==> config.mk <==
export PLATFORM = sky130hd
export DESIGN_NAME = z80_int_ctrl_flat
export DESIGN_NICKNAME = d
export VERILOG_FILES = /design/src/rtl/z80_intc_pkg.sv /design/src/rtl/z80_intc_if.sv /design/src/rtl/z80_intc_prio.sv /design/src/rtl/z80_int_ctrl.sv /design/src/flat_wrapper.sv
export SDC_FILE = /design/constraint.sdc
export NUM_CORES = 1
export LEC_CHECK = 0
export BUFFER_PORTS_ARGS = -buffer_cell sky130_fd_sc_hd__buf_2
export CAP_MARGIN = 20
export CORE_MARGIN = 4
export CORE_UTILIZATION = 50
export CTS_BUF_LIST = sky130_fd_sc_hd__clkbuf_16
export DETAILED_ROUTE_END_ITERATION = 8
export PLACE_DENSITY = 0.73
export SKIP_LAST_GASP = 1
export SLEW_MARGIN = 10
export SYNTH_ARGS = -nofsm -noshare
export SYNTH_HDL_FRONTEND = slang
export SYNTH_SLANG_ARGS = --single-unit
==> constraint.sdc <==
create_clock -name clk -period 3 [get_ports clk]
set_input_delay 0.45 -clock clk [delete_from_list [all_inputs] [get_ports clk]]
set_output_delay 0.45 -clock clk [all_outputs]
set_load 0.02 [all_outputs]
==> src/rtl/z80_intc_pkg.sv <==
// Shared types and constants for the Z80 vectored interrupt controller.
// Latency: n/a (declarations only).
// Backpressure: n/a (declarations only).
package z80_intc_pkg;

  // Request/acknowledge sequencer states
  typedef enum logic [1:0] {
    ST_IDLE = 2'd0,
    ST_REQ  = 2'd1,
    ST_ACK  = 2'd2
  } intc_state_e;

  // Register offsets inside the I/O window
  localparam logic [1:0] REG_MASK  = 2'd0;
  localparam logic [1:0] REG_VBASE = 2'd1;
  localparam logic [1:0] REG_EOI   = 2'd2;
  localparam logic [1:0] REG_PEND  = 2'd3;

  // Byte returned when an acknowledge finds nothing eligible
  localparam logic [7:0] SPURIOUS_VEC = 8'hFF;
  localparam logic [7:0] MASK_RST     = 8'hFF;

  // RETI opcode pair (ED 4D)
  localparam logic [7:0] OP_ED   = 8'hED;
  localparam logic [7:0] OP_RETI = 8'h4D;

  // IM2 vector: base high nibble, source index, even address
  function automatic logic [7:0] mk_vector(input logic [7:0] vbase, input logic [2:0] w);
    return {vbase[7:4], w, 1'b0};
  endfunction

endpackage

==> src/rtl/z80_intc_if.sv <==
// CPU-side bus bundle between the TV80 core and the interrupt controller.
// Latency: n/a (wiring only).
// Backpressure: none; the CPU owns all strobes.
interface z80_intc_if;
  logic       m1_n;
  logic       mreq_n;
  logic       iorq_n;
  logic       rd_n;
  logic       wr_n;
  logic [7:0] addr;
  logic [7:0] cpu_do;
  logic [7:0] fetch_d;
  logic [7:0] dout;
  logic       dout_en;
  logic       int_n;

  // CPU side: drives strobes, address and data, receives vector/read data and int_n
  modport master (
    output m1_n, mreq_n, iorq_n, rd_n, wr_n, addr, cpu_do, fetch_d,
    input  dout, dout_en, int_n
  );

  // Controller side
  modport slave (
    input  m1_n, mreq_n, iorq_n, rd_n, wr_n, addr, cpu_do, fetch_d,
    output dout, dout_en, int_n
  );
endinterface

==> src/rtl/z80_intc_prio.sv <==
// Fixed-priority encoder: bit 0 wins, reports valid + index of lowest set bit.
// Latency: combinational.
// Backpressure: none.
module z80_intc_prio #(
  parameter int N = 8
) (
  input  logic [N-1:0] vec,
  output logic         vld,
  output logic [2:0]   idx
);

  // Scan from the top down so the lowest set index is the last one written
  always_comb begin
    vld = 1'b0;
    idx = 3'd0;
    for (int i = N - 1; i >= 0; i--) begin
      if (vec[i]) begin
        vld = 1'b1;
        idx = 3'(i);
      end
    end
  end

endmodule

==> src/rtl/z80_int_ctrl.sv <==
// Eight-source vectored interrupt controller for TV80: edge-latched requests, mask, nesting, IM2 vector.
// Latency: irq edge -> pending +1 clk -> int_n low +2 clk; ack -> vector/dout_en +1 clk; I/O read data +1 clk.
// Backpressure: none; follows CPU strobes. Optional RETI snoop under Z80_INTC_RETI_SNOOP_EN.
module z80_int_ctrl
  import z80_intc_pkg::*;
#(
  parameter int         NSRC    = 8,
  parameter logic [7:0] IO_BASE = 8'hF0
) (
  input  logic            clk,
  input  logic            reset_n,
  input  logic [NSRC-1:0] irq,
  z80_intc_if.slave       bus
);

  intc_state_e     state_q, state_d;
  logic [NSRC-1:0] irq_q, irq_d;
  logic [NSRC-1:0] pending_q, pending_d;
  logic [NSRC-1:0] in_service_q, in_service_d;
  logic [7:0]      mask_q, mask_d;
  logic [7:0]      vbase_q, vbase_d;
  logic [7:0]      dout_q, dout_d;
  logic            dout_en_q, dout_en_d;
  logic            int_n_q, int_n_d;
  logic            io_wr_q, io_wr_d;

  logic [NSRC-1:0] irq_edge, allowed, eligible;
  logic            isv_vld, win_vld;
  logic [2:0]      isv_idx, win_idx;
  logic [7:0]      io_off, rd_data, pend_rd;
  logic            io_hit, io_rd, io_wr_act, io_wr, ack, ack_take, eoi, reti_pulse;

  assign bus.dout    = dout_q;
  assign bus.dout_en = dout_en_q;
  assign bus.int_n   = int_n_q;

  // Highest-priority source currently in service
  z80_intc_prio #(.N(NSRC)) u_prio_isv (
    .vec (in_service_q),
    .vld (isv_vld),
    .idx (isv_idx)
  );

  // Highest-priority eligible request
  z80_intc_prio #(.N(NSRC)) u_prio_win (
    .vec (eligible),
    .vld (win_vld),
    .idx (win_idx)
  );

  // Eligibility: unmasked pending requests that outrank everything in service
  always_comb begin
    irq_edge = irq & ~irq_q;
    allowed  = '0;
    for (int i = 0; i < NSRC; i++) begin
      allowed[i] = !isv_vld || (3'(i) < isv_idx);
    end
    eligible = pending_q & ~mask_q[NSRC-1:0] & allowed;
  end

  // Bus decode: window hit, register read mux, single-shot write strobe, ack cycle
  always_comb begin
    io_off    = bus.addr - IO_BASE;
    io_hit    = (io_off[7:2] == 6'd0);
    io_rd     = !bus.iorq_n && bus.m1_n && !bus.rd_n && io_hit;
    io_wr_act = !bus.iorq_n && bus.m1_n && !bus.wr_n;
    io_wr_d   = io_wr_act;
    io_wr     = io_wr_act && !io_wr_q && io_hit;
    ack       = !bus.m1_n && !bus.iorq_n;
    eoi       = io_wr && (io_off[1:0] == REG_EOI);
    pend_rd   = 8'h00;
    pend_rd[NSRC-1:0] = pending_q;
    case (io_off[1:0])
      REG_MASK:  rd_data = mask_q;
      REG_VBASE: rd_data = vbase_q;
      REG_PEND:  rd_data = pend_rd;
      default:   rd_data = 8'h00;
    endcase
  end

`ifdef Z80_INTC_RETI_SNOOP_EN
  logic       fetch_q, fetch_d_w;
  logic [7:0] fbyte_q, fbyte_d;
  logic       ed_seen_q, ed_seen_d;
  logic       fetch_act, fetch_end;

  // RETI snoop: judge each opcode fetch by the byte seen on its last cycle
  always_comb begin
    fetch_act  = !bus.m1_n && !bus.mreq_n && !bus.rd_n;
    fetch_d_w  = fetch_act;
    fbyte_d    = fetch_act ? bus.fetch_d : fbyte_q;
    fetch_end  = fetch_q && !fetch_act;
    ed_seen_d  = ed_seen_q;
    reti_pulse = 1'b0;
    if (fetch_end) begin
      if (ed_seen_q) begin
        reti_pulse = (fbyte_q == OP_RETI);
        ed_seen_d  = 1'b0;
      end else begin
        ed_seen_d  = (fbyte_q == OP_ED);
      end
    end
  end

  // Snoop state registers
  always_ff @(posedge clk) begin
    if (!reset_n) begin
      fetch_q   <= 1'b0;
      fbyte_q   <= 8'h00;
      ed_seen_q <= 1'b0;
    end else begin
      fetch_q   <= fetch_d_w;
      fbyte_q   <= fbyte_d;
      ed_seen_q <= ed_seen_d;
    end
  end
`else
  assign reti_pulse = 1'b0;
`endif

  // Sequencer: raise int_n, take the ack, present the vector until iorq_n releases
  always_comb begin
    state_d   = state_q;
    int_n_d   = 1'b1;
    dout_en_d = io_rd;
    dout_d    = io_rd ? rd_data : 8'h00;
    ack_take  = 1'b0;
    case (state_q)
      ST_IDLE: begin
        if (ack) begin
          state_d  = ST_ACK;
          ack_take = 1'b1;
        end else if (win_vld) begin
          state_d = ST_REQ;
          int_n_d = 1'b0;
        end
      end
      ST_REQ: begin
        if (ack) begin
          state_d  = ST_ACK;
          ack_take = 1'b1;
        end else if (!win_vld) begin
          state_d = ST_IDLE;
        end else begin
          int_n_d = 1'b0;
        end
      end
      ST_ACK: begin
        dout_en_d = 1'b1;
        dout_d    = dout_q;
        if (bus.iorq_n) begin
          state_d   = ST_IDLE;
          dout_en_d = 1'b0;
          dout_d    = 8'h00;
        end
      end
      default: state_d = ST_IDLE;
    endcase
    if (ack_take) begin
      dout_en_d = 1'b1;
      dout_d    = win_vld ? mk_vector(vbase_q, win_idx) : SPURIOUS_VEC;
    end
  end

  // Register file, pending and in-service bookkeeping; a fresh edge beats an ack clear
  always_comb begin
    irq_d        = irq;
    mask_d       = mask_q;
    vbase_d      = vbase_q;
    pending_d    = pending_q;
    in_service_d = in_service_q;
    if (io_wr && io_off[1:0] == REG_MASK)  mask_d  = bus.cpu_do;
    if (io_wr && io_off[1:0] == REG_VBASE) vbase_d = bus.cpu_do;
    if ((eoi || reti_pulse) && isv_vld) in_service_d[isv_idx] = 1'b0;
    if (ack_take && win_vld) begin
      pending_d[win_idx]    = 1'b0;
      in_service_d[win_idx] = 1'b1;
    end
    pending_d = pending_d | irq_edge;
  end

  // State registers
  always_ff @(posedge clk) begin
    if (!reset_n) begin
      state_q      <= ST_IDLE;
      irq_q        <= '0;
      pending_q    <= '0;
      in_service_q <= '0;
      mask_q       <= MASK_RST;
      vbase_q      <= 8'h00;
      dout_q       <= 8'h00;
      dout_en_q    <= 1'b0;
      int_n_q      <= 1'b1;
      io_wr_q      <= 1'b0;
    end else begin
      state_q      <= state_d;
      irq_q        <= irq_d;
      pending_q    <= pending_d;
      in_service_q <= in_service_d;
      mask_q       <= mask_d;
      vbase_q      <= vbase_d;
      dout_q       <= dout_d;
      dout_en_q    <= dout_en_d;
      int_n_q      <= int_n_d;
      io_wr_q      <= io_wr_d;
    end
  end

endmodule

==> src/flat_wrapper.sv <==
// flat-port wrapper written by rule: the top's interface ports become plain ports
module z80_int_ctrl_flat import z80_intc_pkg::*;
#(
  parameter int         NSRC    = 8,
  parameter logic [7:0] IO_BASE = 8'hF0
)
  (clk, reset_n, irq, bus_m1_n, bus_mreq_n, bus_iorq_n, bus_rd_n, bus_wr_n, bus_addr, bus_cpu_do, bus_fetch_d, bus_dout, bus_dout_en, bus_int_n);
  z80_intc_if bus_i ();
  input  logic clk;
  input  logic reset_n;
  input  logic [NSRC-1:0] irq;
  input wire logic [$bits(bus_i.m1_n)-1:0] bus_m1_n;
  input wire logic [$bits(bus_i.mreq_n)-1:0] bus_mreq_n;
  input wire logic [$bits(bus_i.iorq_n)-1:0] bus_iorq_n;
  input wire logic [$bits(bus_i.rd_n)-1:0] bus_rd_n;
  input wire logic [$bits(bus_i.wr_n)-1:0] bus_wr_n;
  input wire logic [$bits(bus_i.addr)-1:0] bus_addr;
  input wire logic [$bits(bus_i.cpu_do)-1:0] bus_cpu_do;
  input wire logic [$bits(bus_i.fetch_d)-1:0] bus_fetch_d;
  output wire logic [$bits(bus_i.dout)-1:0] bus_dout;
  output wire logic [$bits(bus_i.dout_en)-1:0] bus_dout_en;
  output wire logic [$bits(bus_i.int_n)-1:0] bus_int_n;
  assign bus_i.m1_n = bus_m1_n;
  assign bus_i.mreq_n = bus_mreq_n;
  assign bus_i.iorq_n = bus_iorq_n;
  assign bus_i.rd_n = bus_rd_n;
  assign bus_i.wr_n = bus_wr_n;
  assign bus_i.addr = bus_addr;
  assign bus_i.cpu_do = bus_cpu_do;
  assign bus_i.fetch_d = bus_fetch_d;
  assign bus_dout = bus_i.dout;
  assign bus_dout_en = bus_i.dout_en;
  assign bus_int_n = bus_i.int_n;
  z80_int_ctrl #(.NSRC(NSRC), .IO_BASE(IO_BASE)) u_core (.clk(clk), .reset_n(reset_n), .irq(irq), .bus(bus_i));
endmodule
# After elaboration in Yosys (flattened, before gate mapping)
# Index checks and enable logic that the tools add are counted.
dict set report word_totals {
  register_bits 53
  inputBits 39
  out_inout_bits 10
  wordCells 136
}
dict set report classes {
  addsub 1
  n_lt_le_gt_ge 12
  eq_ne 9
  n_mux 57
  bitwise_logic 13
  reduce_logical 34
}
# op n
set ops {}
lappend ops {{$mux 8} 8}
lappend ops {{$mux 3} 16}
lappend ops {{$and 8x8->8} 5}
lappend ops {{$not 8->8} 4}
lappend ops {{$mux 1} 24}
lappend ops {{$pmux 8 s3} 1}
lappend ops {{$or 8x8->8} 2}
lappend ops {{$logic_and 1x1->1} 14}
lappend ops {{$lt 3x3->1 const A} 4}
lappend ops {{$mux 2} 5}
lappend ops {{$logic_or 1x1->1} 8}
lappend ops {{$lt 3x4->1 const B} 2}
lappend ops {{$sub 8x8->8 const B} 1}
lappend ops {{$demux 1 s3} 2}
lappend ops {{$eq 2x2->1 const B} 3}
lappend ops {{$ge 3x1->1 const B} 2}
lappend ops {{$logic_not 1->1} 6}
lappend ops {{$logic_not 6->1} 1}
lappend ops {{$lt 1x3->1 const A} 2}
lappend ops {{$lt 2x3->1 const A} 2}
lappend ops {{$pmux 2 s3} 1}
lappend ops {{$eq 2x1->1 const B} 2}
lappend ops {{$logic_not 2->1} 2}
lappend ops {{$ne 3x1->1 const B} 1}
lappend ops {{other kinds (7)} 8}

# Longest topological paths before layout
dict set report logic_depth {
  ltp_word 27
  mapped_depth 7
  mapped_depth_nobuf 6
}

# Cells and area by module
# Synthesis repeated with hierarchy kept, for this count alone.
dict set report hier_totals {
  hier_cells 294
  area_unflattened_um2 2565.0
}
# module n_inst cells_per_inst area_each_um2 seq_area_each_um2
set by_module_without_submodules {}
lappend by_module_without_submodules {z80_int_ctrl 1 268 2404.8 1061.0}
lappend by_module_without_submodules {z80_intc_prio 2 13 80.1 0.0}

# Least setup slack after synthesis
# Ideal clock, no wire load.
dict set report synth_path {
  path_kind {input to register}
  from {input bus_iorq_n}
  to {register u_core.in_service_q[5]}
  setup_time_ps 115
  arrival_ps 1869
  t_required_ps 2885
  slack_ps 1016
  path_stages 6
  path_buffers 0
  cell_sequence {or4b_1 -> nor4_2 -> nand3b_1 -> a211oi_1 -> a21boi_0 -> o21a_1}
}
dict set report synth_between {
  elab_chain_cells 10
  word_cells_on_any_way 14
  classes_between {mux (4); bitwise (1); reduce/logical (9)}
}
# item line_no
set synth_rtl {}
lappend synth_rtl {{from (decl)} flat_wrapper.sv:14} ;# input wire logic [$bits(bus_i.iorq_n)-1:0] bus_iorq_n;
lappend synth_rtl {{$logic_not 1->1 (*)} {z80_int_ctrl.sv:66, z80_int_ctrl.sv:69}}
lappend synth_rtl {{$logic_and 1x1->1 (2 in series)} z80_int_ctrl.sv:66} ;# io_wr_act = !bus.iorq_n && bus.m1_n && !bus.wr_n;
lappend synth_rtl {{$logic_and 1x1->1 (2 in series)} z80_int_ctrl.sv:68} ;# io_wr = io_wr_act && !io_wr_q && io_hit;
lappend synth_rtl {{$logic_and 1x1->1} z80_int_ctrl.sv:70} ;# eoi = io_wr && (io_off[1:0] == REG_EOI);
lappend synth_rtl {{$logic_and 1x1->1} z80_int_ctrl.sv:174} ;# if ((eoi || reti_pulse) && isv_vld) in_service_d[isv_idx] = 1'b0;
lappend synth_rtl {{$mux 8} z80_int_ctrl.sv:174}
lappend synth_rtl {{$or 8x8->8 (no source line)} --}
lappend synth_rtl {{$mux 8 (*)} z80_int_ctrl.sv:175} ;# if (ack_take && win_vld) begin
lappend synth_rtl {{to (signal assigned)} z80_int_ctrl.sv:199} ;# in_service_q <= in_service_d;
lappend synth_rtl {{to (decl)} z80_int_ctrl.sv:19} ;# logic [NSRC-1:0] in_service_q, in_service_d;
# Every way passes the cells marked *; elsewhere a longest branch is shown, timed or not.
# A chain may end at the register's enable or synchronous reset.

# Final worst setup path
dict set report layout_path {
  from {register u_core.in_service_q[0]}
  to {register u_core.int_n_q, in the netlist u_core.bus.int_n}
}
dict set report layout_between {
  elab_chain_cells 13
  word_cells_on_any_way 29
  classes_between {order compare (8); mux (11); bitwise (1); reduce/logical (9)}
}
# item line_no
set layout_rtl {}
lappend layout_rtl {{$mux 3 or $mux 1 (tied branches)} z80_intc_prio.sv:17} ;# if (vec[i]) begin
lappend layout_rtl {{$lt 3x3->1 or $logic_not 1->1 (tied branches)} z80_int_ctrl.sv:56} ;# allowed[i] = !isv_vld || (3'(i) < isv_idx);
lappend layout_rtl {{$logic_or 1x1->1} z80_int_ctrl.sv:56}
lappend layout_rtl {{$and 8x8->8 (*)} z80_int_ctrl.sv:58} ;# eligible = pending_q & ~mask_q[NSRC-1:0] & allowed;
lappend layout_rtl {{$mux 1 (7 in series)} z80_intc_prio.sv:17}
lappend layout_rtl {{$mux 1 (*)} z80_intc_prio.sv:17}
lappend layout_rtl {{$mux 1 (*)} {z80_int_ctrl.sv:133, z80_int_ctrl.sv:142}}
lappend layout_rtl {{to (signal assigned)} z80_int_ctrl.sv:204} ;# int_n_q <= int_n_d;
lappend layout_rtl {{to (decl)} z80_int_ctrl.sv:24} ;# logic int_n_q, int_n_d;
# Marks and branches as above.

==> impl_metrics.tcl <==
set metrics [dict create \
    cp_num_buf_inv 1 \
    drive_above_1_share 0.231 \
    die-area_sq_mm 0.00623 \
    p_leak_nw 1.23 \
    dr.pass1.iters 4 \
    cts_setup_buffers 0 \
    htree_levels 2 \
    outcome "completed" \
    synth_warnings 0 \
    slew_headroom 0.598 \
    multiInputGateArea_sq_mm 0.00136 \
    placementRows 25 \
    reg2reg_slack_ns 0.75 \
    avgSynthCellArea_sq_um 9.15 \
    fin_tns_setup_ns 0 \
    setup_viol 0 \
    period_share 0.751 \
    drc 0 \
    regArea_sq_mm 0.00106 \
    hp-class "input pin to flip-flop" \
    gr-total-overflow 0 \
    grt_pass1_wl_mm 10.0 \
    grt_max_degree 35 \
    synth_ff_type "dfxtp_1" \
    antenna_found_initial 0 \
    max_freq_mhz 444 \
    cp_max_fo 14 \
    synthCells 275 \
    post_cts_resized 0 \
    crit_chain "nor4_4 > o211ai_1 > a31oi_1 > nor4_2 > buf_4 > or4b_4" \
    dieHeight_microns 78.9 \
    die_x_microns 78.9 \
    power_mw 1.39 \
    synth_edf_count 0 \
    cp.arrival_ns 2.40 \
    stdcell_count 379 \
    placed_cells 371 \
    synth_seq_area_share 0.422 \
    synth_area_sq_mm 0.00252 \
    tightest_slew_ns 0.600 \
    cts_hold_buffers 0 \
    fillers 450 \
    syn-num-nets 314 \
    avgViaCountPerCell 5.58 \
    hpwl_mm 4.35 \
    area_delta_synth_final_pct 15.4 \
    clock_skew_ns 0.00621 \
    drv_slew 0 \
    clk_latency_ns 0.28 \
    finalHoldViolCount 0 \
    final_nets 350 \
    crit_type "flip-flop to flip-flop" \
    diodes 0 \
    path_delay_family "simple AND/OR/NAND/NOR gates" \
    wl_per_cell_microns 15.1 \
    wl_mm 5.72 \
    cp_slowest_cell "dfxtp_1" \
    cts_tree "done" \
    period_minus_slack_ns 2.25 \
    ios 49 \
    crit_required_ns 3.15 \
    cp-start-kind "flip-flop" \
    crit_path_end_kind "flip-flop" \
    core_area_sq_mm 0.00479 \
    power_density_mw_per_mm2 479 \
    initial_core_util 0.526 \
    cap_violations 0 \
    cts-buffers-inserted 5 \
    rsz0062_at_grt "no" \
    initialDrtViolationCount 134 \
    synth_cell_types 48 \
    io_buffers 39 \
    ir_worst_vdd_v 0.000238 \
    gp_congestion 0.918 \
    clkTransAtPathRegs_ns 0.06 \
    ys_seq_elements 53 \
    cts.path.max_buffers 2 \
    vias 2113 \
    async_reset_ff_frac 0 \
    grt_usage 0.202 \
    max_stage_delay_ns 0.49 \
    cts.sinks 53 \
    ant_nets 0 \
    cts_root_buffer "clkbuf_16" \
    grt_pass1_vias 2031 \
]
-- synthesized netlist by cell type, drive strengths merged (3+ instances only) --
cell     n  area (sq um)
dfxtp   53          1060
nand2   22          82.6
nand3   20           100
nor2b   18           113
nor2    15          56.3
clkbuf  11          41.3
o21ai   10          50.1
a21boi   9          67.6
a22oi    8          60.1
mux2     8          90.1
mux2i    8          80.1
nand2b   8          50.1
inv      7          26.3
o211ai   7          52.6
a21oi    6          30.0
and2     6          37.5
nor3     5          30.0
o311a    5          50.1
buf      4          26.3
o21a     4          30.0
a211oi   3          35.0
a21o     3          22.5
a32o     3          30.0
nand3b   3          22.5
nor3b    3          22.5
nor4     3          46.3
or2      3          18.8
-- kinds of logic after synthesis --
group           count (synthesis)  share of synthesized area
compound gates                 66                      0.202
buf+inv                        22                     0.0373
flops                          53                      0.422
mux                            16                     0.0676
simple gates                  118                      0.272
-- power breakdown --
group	switching [mW]	total (mW)	internal [mW]
clock	0.235	0.538	0.303
sequential	0.0148	0.741	0.726
combinational	0.0577	0.112	0.0547
total	0.307	1.39	1.08
-- flip-flops by register name, summed over array words and instances, names as in the netlist --
register	cells
u_core.bus.dout	8
u_core.in_service_q	8
u_core.irq_q	8
u_core.mask_q	8
u_core.pend_rd	8
u_core.vbase_q	8
u_core.state_q	2
u_core.bus.dout_en	1
u_core.bus.int_n	1
u_core.io_wr_q	1
-- final cells by class --
| type | instances | share of cell area |
|---|---|---|
| inverter | 7 | 0.00905 |
| timing repair buffer | 44 | 0.0801 |
| clock buffer | 5 | 0.0431 |
| tap | 67 | 0.0289 |
| clock inverter | 3 | 0.00474 |
| multi-input combinational | 200 | 0.469 |
| sequential | 53 | 0.365 |
-- metal layers --
layer / GRT usage / share of wire / up-vias
met2: 0.316 / 0.46 / 62
met3: 0.0408 / 0.061 / 7
li1: - / - / 1066
met1: 0.284 / 0.46 / 978
met4: 0.0567 / 0.011 / 0
met5: 0 / 0 / -
-- cells in the final DEF (no fill, tap or decap), drive strengths merged, types with 3 or more instances in the layout --
| master | Yosys | final |
|---|---|---|
| nand3 | 20 | 20 |
| o21ai | 10 | 10 |
| o21a | 4 | 4 |
| nand2 | 22 | 22 |
| nand3b | 3 | 3 |
| o311a | 5 | 5 |
| mux2i | 8 | 8 |
| nand2b | 8 | 8 |
| nor3b | 3 | 3 |
| or2 | 3 | 3 |
| nor2 | 15 | 15 |
| and2 | 6 | 6 |
| nor4 | 3 | 3 |
| nor3 | 5 | 5 |
| a21boi | 9 | 9 |
| a22oi | 8 | 8 |
| inv | 7 | 8 |
| dfxtp | 53 | 53 |
| nor2b | 18 | 18 |
| mux2 | 8 | 8 |
| a32o | 3 | 3 |
| a21o | 3 | 3 |
| clkbuf | 11 | 5 |
| a211oi | 3 | 3 |
| a21oi | 6 | 6 |
| buf | 4 | 44 |
| o211ai | 7 | 7 |
-- final timing paths --
| kind | start | to | cells past startpoint |
|---|---|---|---|
| hold reg to reg | u_core.irq_q[7]$_SDFF_PN0_ | u_core.pend_rd[7]$_SDFF_PN0_ | 1 |
| hold / removal | bus_wr_n | u_core.io_wr_q$_SDFF_PN0_ | 2 |
| setup / recovery | u_core.in_service_q[0]$_SDFF_PN0_ | u_core.bus.int_n$_SDFF_PP1_ | 6 |
| setup reg to reg | u_core.in_service_q[0]$_SDFF_PN0_ | u_core.bus.int_n$_SDFF_PP1_ | 6 |
-- per-stage QoR --
step | instance area [sq um] | worst slack [ns] | utilization | hold WS [ns]
floorplan | 2520 | 1.02 | - | 0.408
global placement | 2770 | 0.549 | 0.578 | 0.413
detailed placement | 2770 | 0.527 | 0.578 | 0.430
CTS | 2900 | 0.745 | 0.607 | 0.337
global route | 2900 | 0.601 | 0.607 | 0.349
finish | 2900 | 0.747 | 0.607 | 0.343
Note: power is estimated with default switching activity, not from simulation.
